===== config.mk =====
export PLATFORM = sky130hd
export DESIGN_NAME = afifo_rd_streamer
export DESIGN_NICKNAME = d
export VERILOG_FILES = /design/src/rtl/afifo_rd_streamer.sv
export SDC_FILE = /design/constraint.sdc
export NUM_CORES = 1
export LEC_CHECK = 0
export ABC_CLOCK_PERIOD_IN_PS = 5950
export CAP_MARGIN = 20
export CORE_MARGIN = 2
export CORE_UTILIZATION = 55
export DETAILED_ROUTE_END_ITERATION = 12
export GPL_TIMING_DRIVEN = 0
export PLACE_DENSITY = 0.89
export SETUP_SLACK_MARGIN = 0.5
export SLEW_MARGIN = 25
export SYNTH_ARGS = -nofsm -noshare
export SYNTH_HDL_FRONTEND = slang
export SYNTH_SLANG_ARGS = --single-unit

===== constraint.sdc =====
create_clock -name rclk -period 5.95 [get_ports rclk]
set_input_delay 1.19 -clock rclk [delete_from_list [all_inputs] [get_ports rclk]]
set_output_delay 1.19 -clock rclk [all_outputs]
set_load 0.03 [all_outputs]

===== src/rtl/afifo_rd_streamer.sv =====
// Read-side streamer: pops a first-word-fall-through FIFO into a 2-entry skid buffer
// and emits a valid/ready stream framed into PKT_LEN-word packets.
module afifo_rd_streamer #(
    parameter int DATA_WIDTH = 32,
    parameter int PKT_LEN    = 16,
    parameter int CNT_WIDTH  = 16
) (
    input  logic                  rclk,
    input  logic                  rrst,
    input  logic                  en,
    input  logic                  rempty,
    input  logic [DATA_WIDTH-1:0] rdata,
    output logic                  rinc,
    output logic                  m_valid,
    input  logic                  m_ready,
    output logic [DATA_WIDTH-1:0] m_data,
    output logic                  m_last,
    output logic                  busy,
    output logic [CNT_WIDTH-1:0]  pkt_count
);

    localparam int BEAT_W = (PKT_LEN > 1) ? $clog2(PKT_LEN) : 1;
    localparam logic [BEAT_W-1:0] BEAT_MAX = BEAT_W'(PKT_LEN - 1);

    typedef enum logic [1:0] {
        IDLE  = 2'd0,
        RUN   = 2'd1,
        DRAIN = 2'd2
    } state_t;

    state_t                 state_r;
    state_t                 state_next_s;
    logic [1:0]             occ_r;
    logic [1:0]             occ_next_s;
    logic [DATA_WIDTH-1:0]  buf_data_r [2];
    logic [1:0]             buf_last_r;
    logic                   wr_ptr_r;
    logic                   rd_ptr_r;
    logic [BEAT_W-1:0]      beat_r;
    logic [BEAT_W-1:0]      beat_next_s;
    logic [CNT_WIDTH-1:0]   pkt_r;
    logic                   pop_s;
    logic                   pop_last_s;
    logic                   valid_s;
    logic                   hs_s;

    // Pop depends only on registered state and the FIFO flag, never on m_ready or en.
    // Outputs are forced to their reset values for the whole time rrst is high.
    assign pop_s      = ((state_r == RUN) || (state_r == DRAIN)) && !rempty
                        && (occ_r < 2'd2) && !rrst;
    assign pop_last_s = pop_s && (beat_r == BEAT_MAX);
    assign valid_s    = (occ_r != 2'd0) && !rrst;
    assign hs_s       = valid_s && m_ready;

    assign rinc      = pop_s;
    assign m_valid   = valid_s;
    assign m_data    = rrst ? {DATA_WIDTH{1'b0}} : buf_data_r[rd_ptr_r];
    assign m_last    = valid_s && buf_last_r[rd_ptr_r];
    assign busy      = !rrst && ((state_r != IDLE) || (occ_r != 2'd0));
    assign pkt_count = rrst ? {CNT_WIDTH{1'b0}} : pkt_r;

    // Next beat count, buffer occupancy and FSM state.
    always_comb begin
        beat_next_s  = beat_r;
        occ_next_s   = occ_r;
        state_next_s = state_r;

        if (pop_s) begin
            if (pop_last_s) begin
                beat_next_s = {BEAT_W{1'b0}};
            end else begin
                beat_next_s = beat_r + BEAT_W'(1);
            end
        end else begin
            beat_next_s = beat_r;
        end

        case ({pop_s, hs_s})
            2'b10:   occ_next_s = occ_r + 2'd1;
            2'b01:   occ_next_s = occ_r - 2'd1;
            default: occ_next_s = occ_r;
        endcase

        case (state_r)
            IDLE: begin
                if (en) begin
                    state_next_s = RUN;
                end else begin
                    state_next_s = IDLE;
                end
            end
            RUN: begin
                // Stopping mid-packet finishes the packet first so framing stays intact.
                if (en) begin
                    state_next_s = RUN;
                end else if (beat_next_s == {BEAT_W{1'b0}}) begin
                    state_next_s = IDLE;
                end else begin
                    state_next_s = DRAIN;
                end
            end
            DRAIN: begin
                if (pop_last_s) begin
                    state_next_s = IDLE;
                end else begin
                    state_next_s = DRAIN;
                end
            end
            default: state_next_s = IDLE;
        endcase
    end

    // State, skid buffer and packet counter registers.
    always_ff @(posedge rclk) begin
        if (rrst) begin
            state_r       <= IDLE;
            occ_r         <= 2'd0;
            beat_r        <= {BEAT_W{1'b0}};
            pkt_r         <= {CNT_WIDTH{1'b0}};
            wr_ptr_r      <= 1'b0;
            rd_ptr_r      <= 1'b0;
            buf_data_r[0] <= {DATA_WIDTH{1'b0}};
            buf_data_r[1] <= {DATA_WIDTH{1'b0}};
            buf_last_r    <= 2'b00;
        end else begin
            state_r <= state_next_s;
            occ_r   <= occ_next_s;
            beat_r  <= beat_next_s;
            if (pop_s) begin
                buf_data_r[wr_ptr_r] <= rdata;
                buf_last_r[wr_ptr_r] <= pop_last_s;
                wr_ptr_r             <= ~wr_ptr_r;
            end
            if (hs_s) begin
                rd_ptr_r <= ~rd_ptr_r;
            end
            if (hs_s && m_last && (pkt_r != {CNT_WIDTH{1'b1}})) begin
                pkt_r <= pkt_r + CNT_WIDTH'(1);
            end
        end
    end

endmodule


==> impl_metrics.toml <==
[yosys]
synth_area_um2 = 4480
synth_top_cell_by_area = "edfxtp_1"
synthFlopType = "edfxtp_1"
synth_compound_area_share_pct = 4.00
synth-simple-area-share_pct = 23.6
synth_top_family_by_area = "simple AND/OR/NAND/NOR gates"
synthArstFlopShare_pct = 0
synth_fp_nets = 449
yosys_warnings = 0
ys_seq_elements = 93
ys_top_cells_by_area = "edfxtp_1 43%, dfxtp_1 13%, mux2i_1 7.4%, and2_1 5.0%, and3_1 4.9%"
synthTopCellsByCount = "64 x edfxtp_1, 57 x nor2_1, 36 x and2_1, 35 x and3_1, 33 x mux2i_1"
avgSynthCellArea_um2 = 11.1
synth_cells = 405
muxShareOfSynthArea_pct = 10.6
synth_fa_ha_area_share_pct = 1.96
synthDistinctLibCells = 42
synth_top_area_share_pct = 42.9
synth_edf_count = 64
yosysMostFrequentCell = "edfxtp_1"
synth_xor_xnor_area_share_pct = 0.978
seq_area_frac_synth_pct = 55.9

[routing]
avgViaCountPerCell = 5.62
wl_met1_mm = 4.45
wl_per_cell_um = 17.0
via_count = 3432
dr_wl_met2_mm = 5.08
wl_met3_um = 595
first_iter_violations = 207
drc_errors = 0
top_layer_used = "met4"
detail_route.wirelength_mm = 10.4
postRouteAntennaNets = 0
firstDrtPassIters = 5

[timing]
finalSetupTns_ps = 0
setup_violations = 0
finalCritPeriodShare_pct = 86.8
holdWs_ps = 495
max_freq_mhz = 194
slew_headroom_pct = 43.9
grt_setup_unrepaired = "false"
drv_slew = 0
finalHoldViolCount = 0
worstMarginPinSlew_ps = 841
clock_skew_ps = 9.40
finalCriticalPeriod_ps = 5170

[grt]
grt_pass1_vias = 3398
overflow = 0
grt_first_pass_wirelength_mm = 16.3
grt_max_degree = 33
grt_util_all_layers_pct = 24.2
antenna_found_initial = 0

[critical_path]
slowest_delay_ps = 620
cp_top_family = "buffers and inverters"
end_kind = "primary output"
ff2ff_path_depth = 6
rr_endpoint = "buf_data_r[0][21]$_SDFFCE_PN0P_"
path_buf_inv = 5
endpoint = "m_data[0]"
crit_chain = "clkdlybuf4s50_1 -> clkbuf_1 -> clkbuf_1 -> buf_1 -> nor2_1 -> clkdlybuf4s50_1"
cp_num_cells = 6
r2r_setup_slack_ps = 3160
start_kind = "primary input"
critPathKind = "primary input to primary output"
cp-startpoint = "rrst"
worst_path_max_delay_cell = "clkdlybuf4s50_1"
cp_max_fo = 10
rr_startpoint = "state_r[0]$_SDFF_PP0_"
worstPathArrival_ps = 3980
crit_required_ps = 4760

[power_and_ir_drop]
p_comb_share_pct = 10.2
clkPwrFrac_pct = 35.9
p_int_mw = 1.01
leakage_nw = 2.10
power_frac_seq_pct = 54.0
switching_share_pct = 24.0
power.density_nw_per_um2 = 233
p_switching_uw = 320
ir_drop_mv = 0.155

[clocking]
cts-resized-gates = 0
numCtsBuffers = 9
cts.sinks = 93
root_buffer = "clkbuf_8"
tritoncts = "built"
clkSlewWorstSetupHoldPaths_ps = 90
clkLatencyLatePin_ps = 360
htree_levels = 3
cts_hold_buf = 0
cts_setup_buffers = 0
clockBufferDepth = 2

[floorplan]
initial_core_util_pct = 57.4
die_x_um = 94.2
dieHeight_um = 94.2
fp-row-count = 32
dieArea_um2 = 8880
ioPinCount = 89
core_region_area_um2 = 7810

[final_layout]
layout.nets = 548
area_growth_pct = 27.7
drive_above_1_share_pct = 7.86
antenna_cells = 0
fillCellCount = 568

[place]
hpwl_mm = 6.87
gp_congestion = 0.865
portBuffers = 88

[hold_path]
hold_path.class = "flip-flop to flip-flop"

[run]
max-cap-violations = 0

[run_status]
run_status = "completed"
[metrics by stage]
stage | area, um^2 | util (%) | setup slack, ps | std cells | power, mW
floorplan | 4480 | - | 2530 | 405 | 0.800
global placement | 5490 | 70.3 | 865 | 595 | 0.862
detailed placement | 5490 | 70.3 | 857 | 595 | 0.867
CTS | 5720 | 73.3 | 790 | 611 | 1.33
global route | 5720 | 73.3 | 554 | 611 | 1.37
finish | 5720 | 73.3 | 784 | 611 | 1.33
[logic make-up (layout without fill, tap and decap cells)]
| logic type | count (synthesis) | after routing |
|---|---|---|
| fa+ha+maj | 7 | 7 |
| compound gates | 28 | 28 |
| xor+xnor | 5 | 5 |
| buf+inv | 34 | 138 |
| flops | 93 | 93 |
| mux | 46 | 46 |
| simple gates | 192 | 192 |
[worst min-delay path: stages (launching register included)]
cell and delay (ps):
dfxtp_1 320, o21ai_0 70, a21oi_1 60
[cells in the final DEF, fill, tap and decap left out, types with 7 or more instances in the layout]
cell type,count
buf_1,7
clkbuf_8,9
nor2_1,57
nor4_1,7
nor2b_1,11
a21oi_1,11
and2_1,36
clkdlybuf4s50_1,88
dfxtp_1,29
mux2_2,13
edfxtp_1,64
ha_1,7
nand2_1,14
mux2i_1,33
clkbuf_1,15
and3_1,35
inv_1,9
[final cells by class]
cell class	count	area, um^2	area share [%]
inverters	10	37.5	0.656
flip-flops and latches	93	2500	43.8
repair buffers	88	881	15.4
plain buffers	24	92.6	1.62
clock inverters	7	109	1.90
clock buffers	9	124	2.17
well taps	102	128	2.23
multi-input cells	278	1850	32.3
[metal layers]
metal  GRT usage, %  up-vias
li1               -     1646
met1           30.7     1619
met2           40.2      140
met3           4.01       27
met4           12.0        0
met5              0        -
[worst min path at each step]
| stage | depth (start not counted) | from | slack (ps) | to |
|---|---|---|---|---|
| after floorplan | 2 | buf_last_r[0]$_SDFFE_PP0P_ | 450 | buf_last_r[0]$_SDFFE_PP0P_ |
| after global placement | 2 | buf_last_r[0]$_SDFFE_PP0P_ | 470 | buf_last_r[0]$_SDFFE_PP0P_ |
| after detailed placement | 2 | buf_last_r[0]$_SDFFE_PP0P_ | 480 | buf_last_r[0]$_SDFFE_PP0P_ |
| after CTS | 2 | buf_last_r[0]$_SDFFE_PP0P_ | 490 | buf_last_r[0]$_SDFFE_PP0P_ |
| after global routing | 2 | buf_last_r[0]$_SDFFE_PP0P_ | 540 | buf_last_r[0]$_SDFFE_PP0P_ |
| final | 2 | buf_last_r[0]$_SDFFE_PP0P_ | 500 | buf_last_r[0]$_SDFFE_PP0P_ |
[flip-flops by register name (all words and copies together) (netlist names), named ones only]
register	cells
wr_ptr_r	1
rd_ptr_r	1
occ_r	2
beat_r	4
buf_last_r	2
buf_data_r	64
pkt_r	16
state_r	2
[power groups by stage]
stage,Sequential [mW],Combinational (mW),Clock (mW)
after floorplan,0.730,0.0698,0
after global placement,0.731,0.131,0
after detailed placement,0.733,0.134,0
after CTS,0.719,0.136,0.479
after global routing,0.721,0.145,0.503
final,0.718,0.135,0.478
No activity file was read; power rests on OpenSTA's default activity.
